## src/rtl/loader_pkg.sv

```systemverilog
// Shared definitions for the program loader: FSM state encoding and
// word-size helper used by the top level and the byte assembler.
package loader_pkg;

   // Loader FSM states (3-bit encoding)
   typedef enum logic [2:0] {
      ST_LEN_HI  = 3'd0,
      ST_LEN_LO  = 3'd1,
      ST_DATA    = 3'd2,
      ST_CHK     = 3'd3,
      ST_RELEASE = 3'd4,
      ST_RUN     = 3'd5,
      ST_ERROR   = 3'd6
   } loader_state_t;

   // Width of the big-endian frame length field
   localparam int unsigned LEN_W = 16;

   // Number of bytes making up one instruction word
   function automatic int unsigned bytes_per_word(input int unsigned instr_w);
      return instr_w / 8;
   endfunction

endpackage

```

## src/rtl/byte_assembler.sv

```systemverilog
// Byte-to-word assembler: shifts bytes in MSB-first and flags the byte that
// completes a word. The completed word is presented combinationally in the
// same cycle as the final byte so the caller can register it once.
module byte_assembler
   import loader_pkg::*;
#(
   parameter int unsigned INSTR_W = 16
) (
   input  logic               clk,
   input  logic               reset,
   input  logic               in_valid,
   input  logic [7:0]         in_byte,
   output logic               word_valid,
   output logic [INSTR_W-1:0] word
);

   localparam int unsigned BPW   = bytes_per_word(INSTR_W);
   localparam int unsigned IDX_W = (BPW > 1) ? $clog2(BPW) : 1;

   logic [INSTR_W-1:0] shift_q, shift_d;
   logic [IDX_W-1:0]   idx_q, idx_d;
   logic [INSTR_W-1:0] merged;

   // Merge the incoming byte below the bytes already collected
   always_comb begin
      merged      = shift_q << 8;
      merged[7:0] = in_byte;
      shift_d     = shift_q;
      idx_d       = idx_q;
      word_valid  = 1'b0;
      word        = merged;
      if (in_valid) begin
         shift_d = merged;
         if (idx_q == IDX_W'(BPW - 1)) begin
            word_valid = 1'b1;
            idx_d      = '0;
         end else begin
            idx_d = idx_q + 1'b1;
         end
      end
   end

   // Shift register and byte index, cleared by reset
   always_ff @(posedge clk) begin
      if (reset) begin
         shift_q <= '0;
         idx_q   <= '0;
      end else begin
         shift_q <= shift_d;
         idx_q   <= idx_d;
      end
   end

endmodule

```

## src/rtl/program_loader.sv

```systemverilog
// Boot-time program loader: receives a length-prefixed byte frame over a
// valid/ready handshake, writes assembled words into instruction memory and
// releases the processor PC reset a programmable number of cycles later.
// Optional trailing XOR checksum byte: define PROGRAM_LOADER_CHECKSUM_EN.
module program_loader
   import loader_pkg::*;
#(
   parameter int unsigned INSTR_W  = 16,
   parameter int unsigned ADDR_W   = 8,
   parameter int unsigned RST_HOLD = 4
) (
   input  logic               clk,
   input  logic               reset,
   input  logic               rx_valid,
   input  logic [7:0]         rx_data,
   output logic               rx_ready,
   output logic               imem_we,
   output logic [ADDR_W-1:0]  imem_addr,
   output logic [INSTR_W-1:0] imem_wdata,
   output logic               pc_reset,
   output logic               load_done,
   output logic               load_error,
   output logic [ADDR_W:0]    words_loaded
);

   localparam int unsigned DEPTH  = 2 ** ADDR_W;
   localparam int unsigned HOLD_W = (RST_HOLD > 1) ? $clog2(RST_HOLD) : 1;

   loader_state_t      state_q, state_d;
   logic [LEN_W-1:0]   len_q, len_d;
   logic [ADDR_W:0]    words_q, words_d;
   logic [ADDR_W-1:0]  addr_q, addr_d;
   logic [INSTR_W-1:0] wdata_q, wdata_d;
   logic               we_q, we_d;
   logic               ready_q, ready_d;
   logic               pcr_q, pcr_d;
   logic               done_q, done_d;
   logic               err_q, err_d;
   logic [HOLD_W-1:0]  hold_q, hold_d;
`ifdef PROGRAM_LOADER_CHECKSUM_EN
   logic [7:0]         chk_q, chk_d;
`endif

   logic               accept;
   logic               asm_valid;
   logic               word_valid;
   logic [INSTR_W-1:0] asm_word;
   logic [LEN_W:0]     len_ext;
   logic [ADDR_W:0]    words_inc;

   assign accept    = rx_valid & ready_q;
   assign asm_valid = accept && (state_q == ST_DATA);
   assign len_ext   = {1'b0, len_q[LEN_W-1:8], rx_data};
   assign words_inc = words_q + 1'b1;

   byte_assembler #(
      .INSTR_W (INSTR_W)
   ) u_asm (
      .clk        (clk),
      .reset      (reset),
      .in_valid   (asm_valid),
      .in_byte    (rx_data),
      .word_valid (word_valid),
      .word       (asm_word)
   );

   // Next-state and next-output logic of the loader FSM
   always_comb begin
      state_d = state_q;
      len_d   = len_q;
      words_d = words_q;
      addr_d  = addr_q;
      wdata_d = wdata_q;
      we_d    = 1'b0;
      pcr_d   = pcr_q;
      done_d  = done_q;
      err_d   = err_q;
      hold_d  = hold_q;
`ifdef PROGRAM_LOADER_CHECKSUM_EN
      chk_d   = chk_q;
`endif
      unique case (state_q)
         ST_LEN_HI: begin
            if (accept) begin
               len_d[LEN_W-1:8] = rx_data;
               state_d          = ST_LEN_LO;
`ifdef PROGRAM_LOADER_CHECKSUM_EN
               chk_d            = chk_q ^ rx_data;
`endif
            end
         end
         ST_LEN_LO: begin
            if (accept) begin
               len_d[7:0] = rx_data;
`ifdef PROGRAM_LOADER_CHECKSUM_EN
               chk_d      = chk_q ^ rx_data;
`endif
               if (32'(len_ext) > DEPTH) begin
                  state_d = ST_ERROR;
                  err_d   = 1'b1;
               end else if (len_ext == '0) begin
                  state_d = ST_RELEASE;
                  hold_d  = '0;
               end else begin
                  state_d = ST_DATA;
               end
            end
         end
         ST_DATA: begin
`ifdef PROGRAM_LOADER_CHECKSUM_EN
            if (accept) chk_d = chk_q ^ rx_data;
`endif
            if (word_valid) begin
               we_d    = 1'b1;
               addr_d  = words_q[ADDR_W-1:0];
               wdata_d = asm_word;
               words_d = words_inc;
               if (32'(words_inc) == 32'(len_q)) begin
`ifdef PROGRAM_LOADER_CHECKSUM_EN
                  state_d = ST_CHK;
`else
                  state_d = ST_RELEASE;
`endif
                  hold_d  = '0;
               end
            end
         end
`ifdef PROGRAM_LOADER_CHECKSUM_EN
         ST_CHK: begin
            if (accept) begin
               if (rx_data == chk_q) begin
                  state_d = ST_RELEASE;
                  hold_d  = '0;
               end else begin
                  state_d = ST_ERROR;
                  err_d   = 1'b1;
               end
            end
         end
`endif
         ST_RELEASE: begin
            if (hold_q == HOLD_W'(RST_HOLD - 1)) begin
               state_d = ST_RUN;
               pcr_d   = 1'b0;
               done_d  = 1'b1;
            end else begin
               hold_d = hold_q + 1'b1;
            end
         end
         ST_RUN: begin
         end
         ST_ERROR: begin
            pcr_d = 1'b1;
            err_d = 1'b1;
         end
         default: begin
            state_d = ST_ERROR;
            err_d   = 1'b1;
         end
      endcase
      ready_d = (state_d == ST_LEN_HI) || (state_d == ST_LEN_LO) ||
                (state_d == ST_DATA)   || (state_d == ST_CHK);
   end

   // State and registered outputs, all cleared by synchronous reset
   always_ff @(posedge clk) begin
      if (reset) begin
         state_q <= ST_LEN_HI;
         len_q   <= '0;
         words_q <= '0;
         addr_q  <= '0;
         wdata_q <= '0;
         we_q    <= 1'b0;
         ready_q <= 1'b0;
         pcr_q   <= 1'b1;
         done_q  <= 1'b0;
         err_q   <= 1'b0;
         hold_q  <= '0;
`ifdef PROGRAM_LOADER_CHECKSUM_EN
         chk_q   <= '0;
`endif
      end else begin
         state_q <= state_d;
         len_q   <= len_d;
         words_q <= words_d;
         addr_q  <= addr_d;
         wdata_q <= wdata_d;
         we_q    <= we_d;
         ready_q <= ready_d;
         pcr_q   <= pcr_d;
         done_q  <= done_d;
         err_q   <= err_d;
         hold_q  <= hold_d;
`ifdef PROGRAM_LOADER_CHECKSUM_EN
         chk_q   <= chk_d;
`endif
      end
   end

   assign rx_ready     = ready_q;
   assign imem_we      = we_q;
   assign imem_addr    = addr_q;
   assign imem_wdata   = wdata_q;
   assign pc_reset     = pcr_q;
   assign load_done    = done_q;
   assign load_error   = err_q;
   assign words_loaded = words_q;

endmodule

```

## config.mk

```make
export PLATFORM = sky130hd
export DESIGN_NAME = program_loader
export DESIGN_NICKNAME = d
export VERILOG_FILES = /design/src/rtl/loader_pkg.sv /design/src/rtl/byte_assembler.sv /design/src/rtl/program_loader.sv
export SDC_FILE = /design/constraint.sdc
export NUM_CORES = 1
export LEC_CHECK = 0
export ABC_AREA = 1
export CELL_PAD_IN_SITES_DETAIL_PLACEMENT = 0
export CELL_PAD_IN_SITES_GLOBAL_PLACEMENT = 1
export CORE_MARGIN = 4
export CORE_UTILIZATION = 38
export DETAILED_ROUTE_END_ITERATION = 12
export PLACE_DENSITY = 0.79
export SLEW_MARGIN = 20
export SYNTH_ARGS = -nofsm -noshare
export SYNTH_HDL_FRONTEND = slang
export SYNTH_HIERARCHICAL = 1
export SYNTH_SLANG_ARGS = --single-unit
export TNS_END_PERCENT = 1
```

## constraint.sdc

```tcl
create_clock -name clk -period 2.18 [get_ports clk]
set_input_delay 0.436 -clock clk [delete_from_list [all_inputs] [get_ports clk]]
set_output_delay 0.436 -clock clk [all_outputs]
set_load 0.005 [all_outputs]
```

After elaboration in Yosys (flattened, before gate mapping)
Cells that the tools add are included.
{ "word_totals": {"regBits": 68, "inputBits": 11} }
{ "classes": {"addsub": 3, "n_lt_le_gt_ge": 1, "n_eq_ne": 18, "mux": 24, "n_bitwise": 3, "n_reduce_logical": 19} }
{ "op_table": {"columns": ["operator", "n"], "rows": [
  ["$mux W3", 7],
  ["$logic_not A17 Y1", 1],
  ["$eq A9 B16 Y1", 1],
  ["$gt A16 B9 Y1 const B", 1],
  ["$pmux W3 S5", 1],
  ["$mux W2", 6],
  ["$ne A2 B2 Y1 const B", 6],
  ["$reduce_and A2 Y1", 5],
  ["$add A9 B1 Y9 const B", 1],
  ["$eq A3 B2 Y1 const B", 3],
  ["$eq A3 B3 Y1 const B", 3],
  ["$mux W1", 7],
  ["$reduce_and A7 Y1", 1],
  ["$eq A3 B1 Y1 const B", 2],
  ["$logic_not A3 Y1", 2],
  ["$pmux W2 S3", 1],
  ["$ne A2 B1 Y1 const B", 2],
  ["$pmux W1 S2", 2],
  ["$reduce_or A2 Y1", 2],
  ["$reduce_or A4 Y1", 1],
  ["$logic_or A1 B1 Y1", 3],
  ["$reduce_and A3 Y1", 1],
  ["$reduce_bool A3 Y1", 1],
  ["$add A2 B1 Y2 const B", 1],
  ["other kinds (6)", 7]
]} }

Logic depth before layout (Yosys ltp)
{ "depth": {"depth_word": 9, "depth_mapped": 15} }

Modules after synthesis
Netlist, hierarchy kept.
{ "by_module_without_submodules": {"columns": ["mod", "instances", "cells_each", "area_each_um2"], "rows": [
  ["program_loader", 1, 373, 2600.0],
  ["byte_assembler", 1, 65, 441.7]
]} }

Least setup slack after synthesis
No wires, ideal clock.
{ "synth_timing": {"path_kind": "input-to-reg", "start": "in rx_valid", "end": "reg words_q[8] (netlist: words_loaded[8])", "setup_ps": 116, "arrival_ps": 1656, "required_ps": 2064, "setup_slack_ps": 408, "path_stages": 11, "cell_sequence": "nand2_1 -> nor3_1 -> buf_6 -> nand2_1 -> inv_1 -> nand2_1 -> inv_1 -> clkbuf_2 -> nand2_1 -> o211ai_1 -> inv_1"} }
{ "synth_via": {"elab_chain_cells": 4} }
{ "synth_rtl": {"columns": ["item", "line_no", "rtl"], "rows": [
  ["start, declared", "program_loader.sv:14", "input logic rx_valid,"],
  ["$and A1 B1 Y1", "program_loader.sv:51", "assign accept = rx_valid & ready_q;"],
  ["$logic_and A1 B1 Y1", "program_loader.sv:52", "assign asm_valid = accept && (state_q == ST_DATA);"],
  ["via asm_valid", "program_loader.sv:45", "logic asm_valid;"],
  ["$mux W1", "byte_assembler.sv:32", "if (in_valid) begin"],
  ["via word_valid", "program_loader.sv:46", "logic word_valid;"],
  ["$reduce_and A2 Y1 (no source line)", null, null],
  ["end signal, assigned", "program_loader.sv:185", "words_q <= words_d;"],
  ["end, declared", "program_loader.sv:31", "logic [ADDR_W:0] words_q, words_d;"]
]} }
The timed path passes the listed nets, and every way through them passes these cells.
A chain may end at the register's enable or synchronous reset.

Worst setup path in the final report
{ "layout_timing": {"start": "reg words_q[0] (netlist: words_loaded[0])", "end": "reg hold_q[0]"} }
{ "layout_via": {"elab_chain_cells": 4} }
{ "layout_rtl": {"columns": ["item", "line_no", "rtl"], "rows": [
  ["$add A9 B1 Y9", "program_loader.sv:54", "assign words_inc = words_q + 1'b1;"],
  ["$eq A9 B16 Y1", "program_loader.sv:118", "if (32'(words_inc) == 32'(len_q)) begin"],
  ["$ne A2 B1 Y1 (no source line)", null, null],
  ["$reduce_and A7 Y1 (no source line)", null, null],
  ["end signal, assigned", "program_loader.sv:193", "hold_q <= hold_d;"],
  ["end, declared", "program_loader.sv:39", "logic [HOLD_W-1:0] hold_q, hold_d;"]
]} }
Every way passes these cells.

==> flow_summary.yaml <==
status:
  status: "complete, no violations"
clocking:
  cts_root_buffer: "clkbuf_8"
  ctsLongestPathBuffers: 2
  tritoncts: "built"
  cts_hold_buf: 0
  postCtsSetupBuffers: 0
  cts_max_level: 3
  cts_resized: 0
  clock-sinks: 68
  clk_latency_ns: 0.34
  cts_buffers: 9
  clkSlewWorstSetupHoldPaths_ns: 0.07
placement:
  place_inst: 583
  routabilityCongestion: 0.809
  place_ws_ns: -0.0516
  place_hpwl_mm: 5.46
  dpl_cell_area_um2: 3670
  numPortBuffers: 48
route:
  wl_per_cell_um: 12.7
  drtPass1Iterations: 4
  route.detailed.drc: 0
  vias: 2804
  final_antenna_net_count: 0
  route.final.wire_length_mm: 7.60
  drtIter0Drc: 79
  viasPerCell: 4.69
final_layout:
  utilization_pct: 49.7
  nFillCells: 790
  post-route-cell-area_um2: 3860
  area_growth_pct: 26.9
  drive_gt1_share_pct: 10.1
  num_antenna_cells: 0
  final-instance-count-excl-fill: 598
  layout_commonest_cell: "nand2_1"
  nNetsFinal: 505
  final_cell_mix: "nand2_1, dfxtp_1, a21oi_1, nor2_1, inv_1"
critical_path:
  worstSetupStartpointType: "register"
  crit_path_end_kind: "register"
  crit_type: "reg2reg"
  cp_data_required_time_ns: 2.41
  crit_arrival_ns: 2.15
  cp_max_fo: 6
yosys:
  synth.distinct_cells: 27
  synth_edf_count: 0
  syn_inst: 438
  synth_flop_cell: "dfxtp_1"
  yosysSeqAreaShare_pct: 44.8
  yosys_register_bits: 68
  synthArstFlopShare_pct: 0
  yosys_warnings: 6
  synth_nets: 451
  syn_area_per_cell_um2: 6.94
  synth_area_um2: 3040
global_routing:
  grt_pass1_wl_mm: 12.5
  grt_max_degree: 33
  antenna_found_initial: 0
  grt_overflow_total: 0
  grt_pass1_vias: 2566
  grt.total_usage_pct: 16.3
timing:
  worstMarginPinSlew_ns: 0.390
  setup_tns_ns: 0
  clock_skew_ns: 0.00772
  slew_headroom_pct: 74.0
  rsz0062_at_grt: "false"
  setup_ws_ns: 0.264
  holdWs_ns: 0.446
  fmax_mhz: 522
  post-route-min-period_ns: 1.92
  finalSetupViolCount: 0
  maxSlewViolCount: 0
  hold_viol_final: 0
  post-route-period-util_pct: 87.9
pwr:
  power_mw: 2.67
  p_sw_uw: 697
  power_density_nw_per_um2: 691
  p_seq_share_pct: 49.8
  vdd_drop_max_v: 0.000342
  power.leakage_nw: 1.62
  p_clk_share_pct: 38.4
  share_comb_of_total_power_pct: 11.8
  p_int_mw: 1.97
  p_sw_share_pct: 26.1
floorplanning:
  rows: 32
  die_area_um2: 9500
  coreArea_um2: 7770
  die_x_um: 97.5
  initial_core_util_pct: 39.2
  io_pins: 49
  fp.dieH_um: 97.5
hold_path:
  hold_class: "reg2reg"
job:
  maxCapViolations: 0
==> layout make-up <==
type | count | area, µm² | share of cell area, %
multi-input combinational | 294 | 1340 | 34.7
tap | 102 | 128 | 3.31
inverter | 52 | 195 | 5.06
sequential | 68 | 1360 | 35.3
clock buffer | 10 | 138 | 3.56
clock inverter | 5 | 52.6 | 1.36
timing repair buffer | 67 | 648 | 16.8
==> power by group through the flow <==
stage	Sequential, mW	Combinational [mW]	Clock, mW
after floorplan	1.35	0.219	0
after global placement	1.36	0.314	0
after detailed placement	1.36	0.315	0
after CTS	1.33	0.317	1.06
after global routing	1.34	0.358	1.11
final	1.33	0.314	1.03
==> logic make-up after synthesis <==
logic type	count (synthesis)	share of synthesized area, %
AND/OR/NAND/NOR	203	28.2
flip-flops	68	44.8
adder cells (fa/ha/maj)	2	0.823
AO/OA/AOI/OAI	89	15.0
buffers and inverters	76	11.2
==> flip-flops by register name (all words and copies together), names as in the netlist <==
register	count
imem_wdata	16
hold_q	2
imem_we	1
load_done	1
imem_addr	8
pc_reset	1
len_q	16
state_q	3
u_asm/shift_q	8
words_loaded	9
rx_ready	1
load_error	1
u_asm/idx_q	1
==> worst max-delay path, cell delays in order (launching register included) <==
cell and delay, ns:
dfxtp_1 0.43, ha_1 0.26, nand2_2 0.12, nor2_4 0.18, nand3_2 0.10, nand2_2 0.10
nand2_1 0.05, nand2_1 0.06, nand2_1 0.05, nor2_1 0.09, nand2_1 0.08, nand2_2 0.11
nand3_1 0.09, nand2_1 0.06, nor2_1 0.04
==> synth_stat cells (2+ instances only) <==
master / n / area, µm²
nand2_1: 107 / 402
buf_4: 8 / 60.1
dfxtp_1: 68 / 1360
nor2_4: 2 / 22.5
nand4_1: 2 / 12.5
clkbuf_1: 8 / 30.0
nor2_1: 53 / 199
a21oi_1: 53 / 265
buf_2: 5 / 25.0
ha_1: 2 / 25.0
inv_1: 51 / 191
nand3b_1: 2 / 15.0
nand2_2: 9 / 56.3
o211ai_1: 2 / 15.0
nor2_2: 3 / 18.8
o21ai_0: 31 / 155
nor3_1: 3 / 15.0
nand3_1: 20 / 100
==> layer usage <==
metal	GRT usage, %	up-vias	share of wire (%)
li1	-	1486	-
met1	21.8	1263	49
met2	25.5	49	46
met3	3.09	6	3.9
met4	7.14	0	1.3
met5	0	-	0
==> worst paths after layout <==
| kind | endpoint | slack (ns) | startpoint | cells after the start |
|---|---|---|---|---|
| min | len_q[13] | 0.45 | len_q[13] | 2 |
| max | hold_q[0] | 0.26 | words_loaded[0] | 14 |
| max reg2reg | hold_q[0] | 0.26 | words_loaded[0] | 14 |
| min reg2reg | len_q[13] | 0.45 | len_q[13] | 2 |
(Power assumes the default switching activity.)
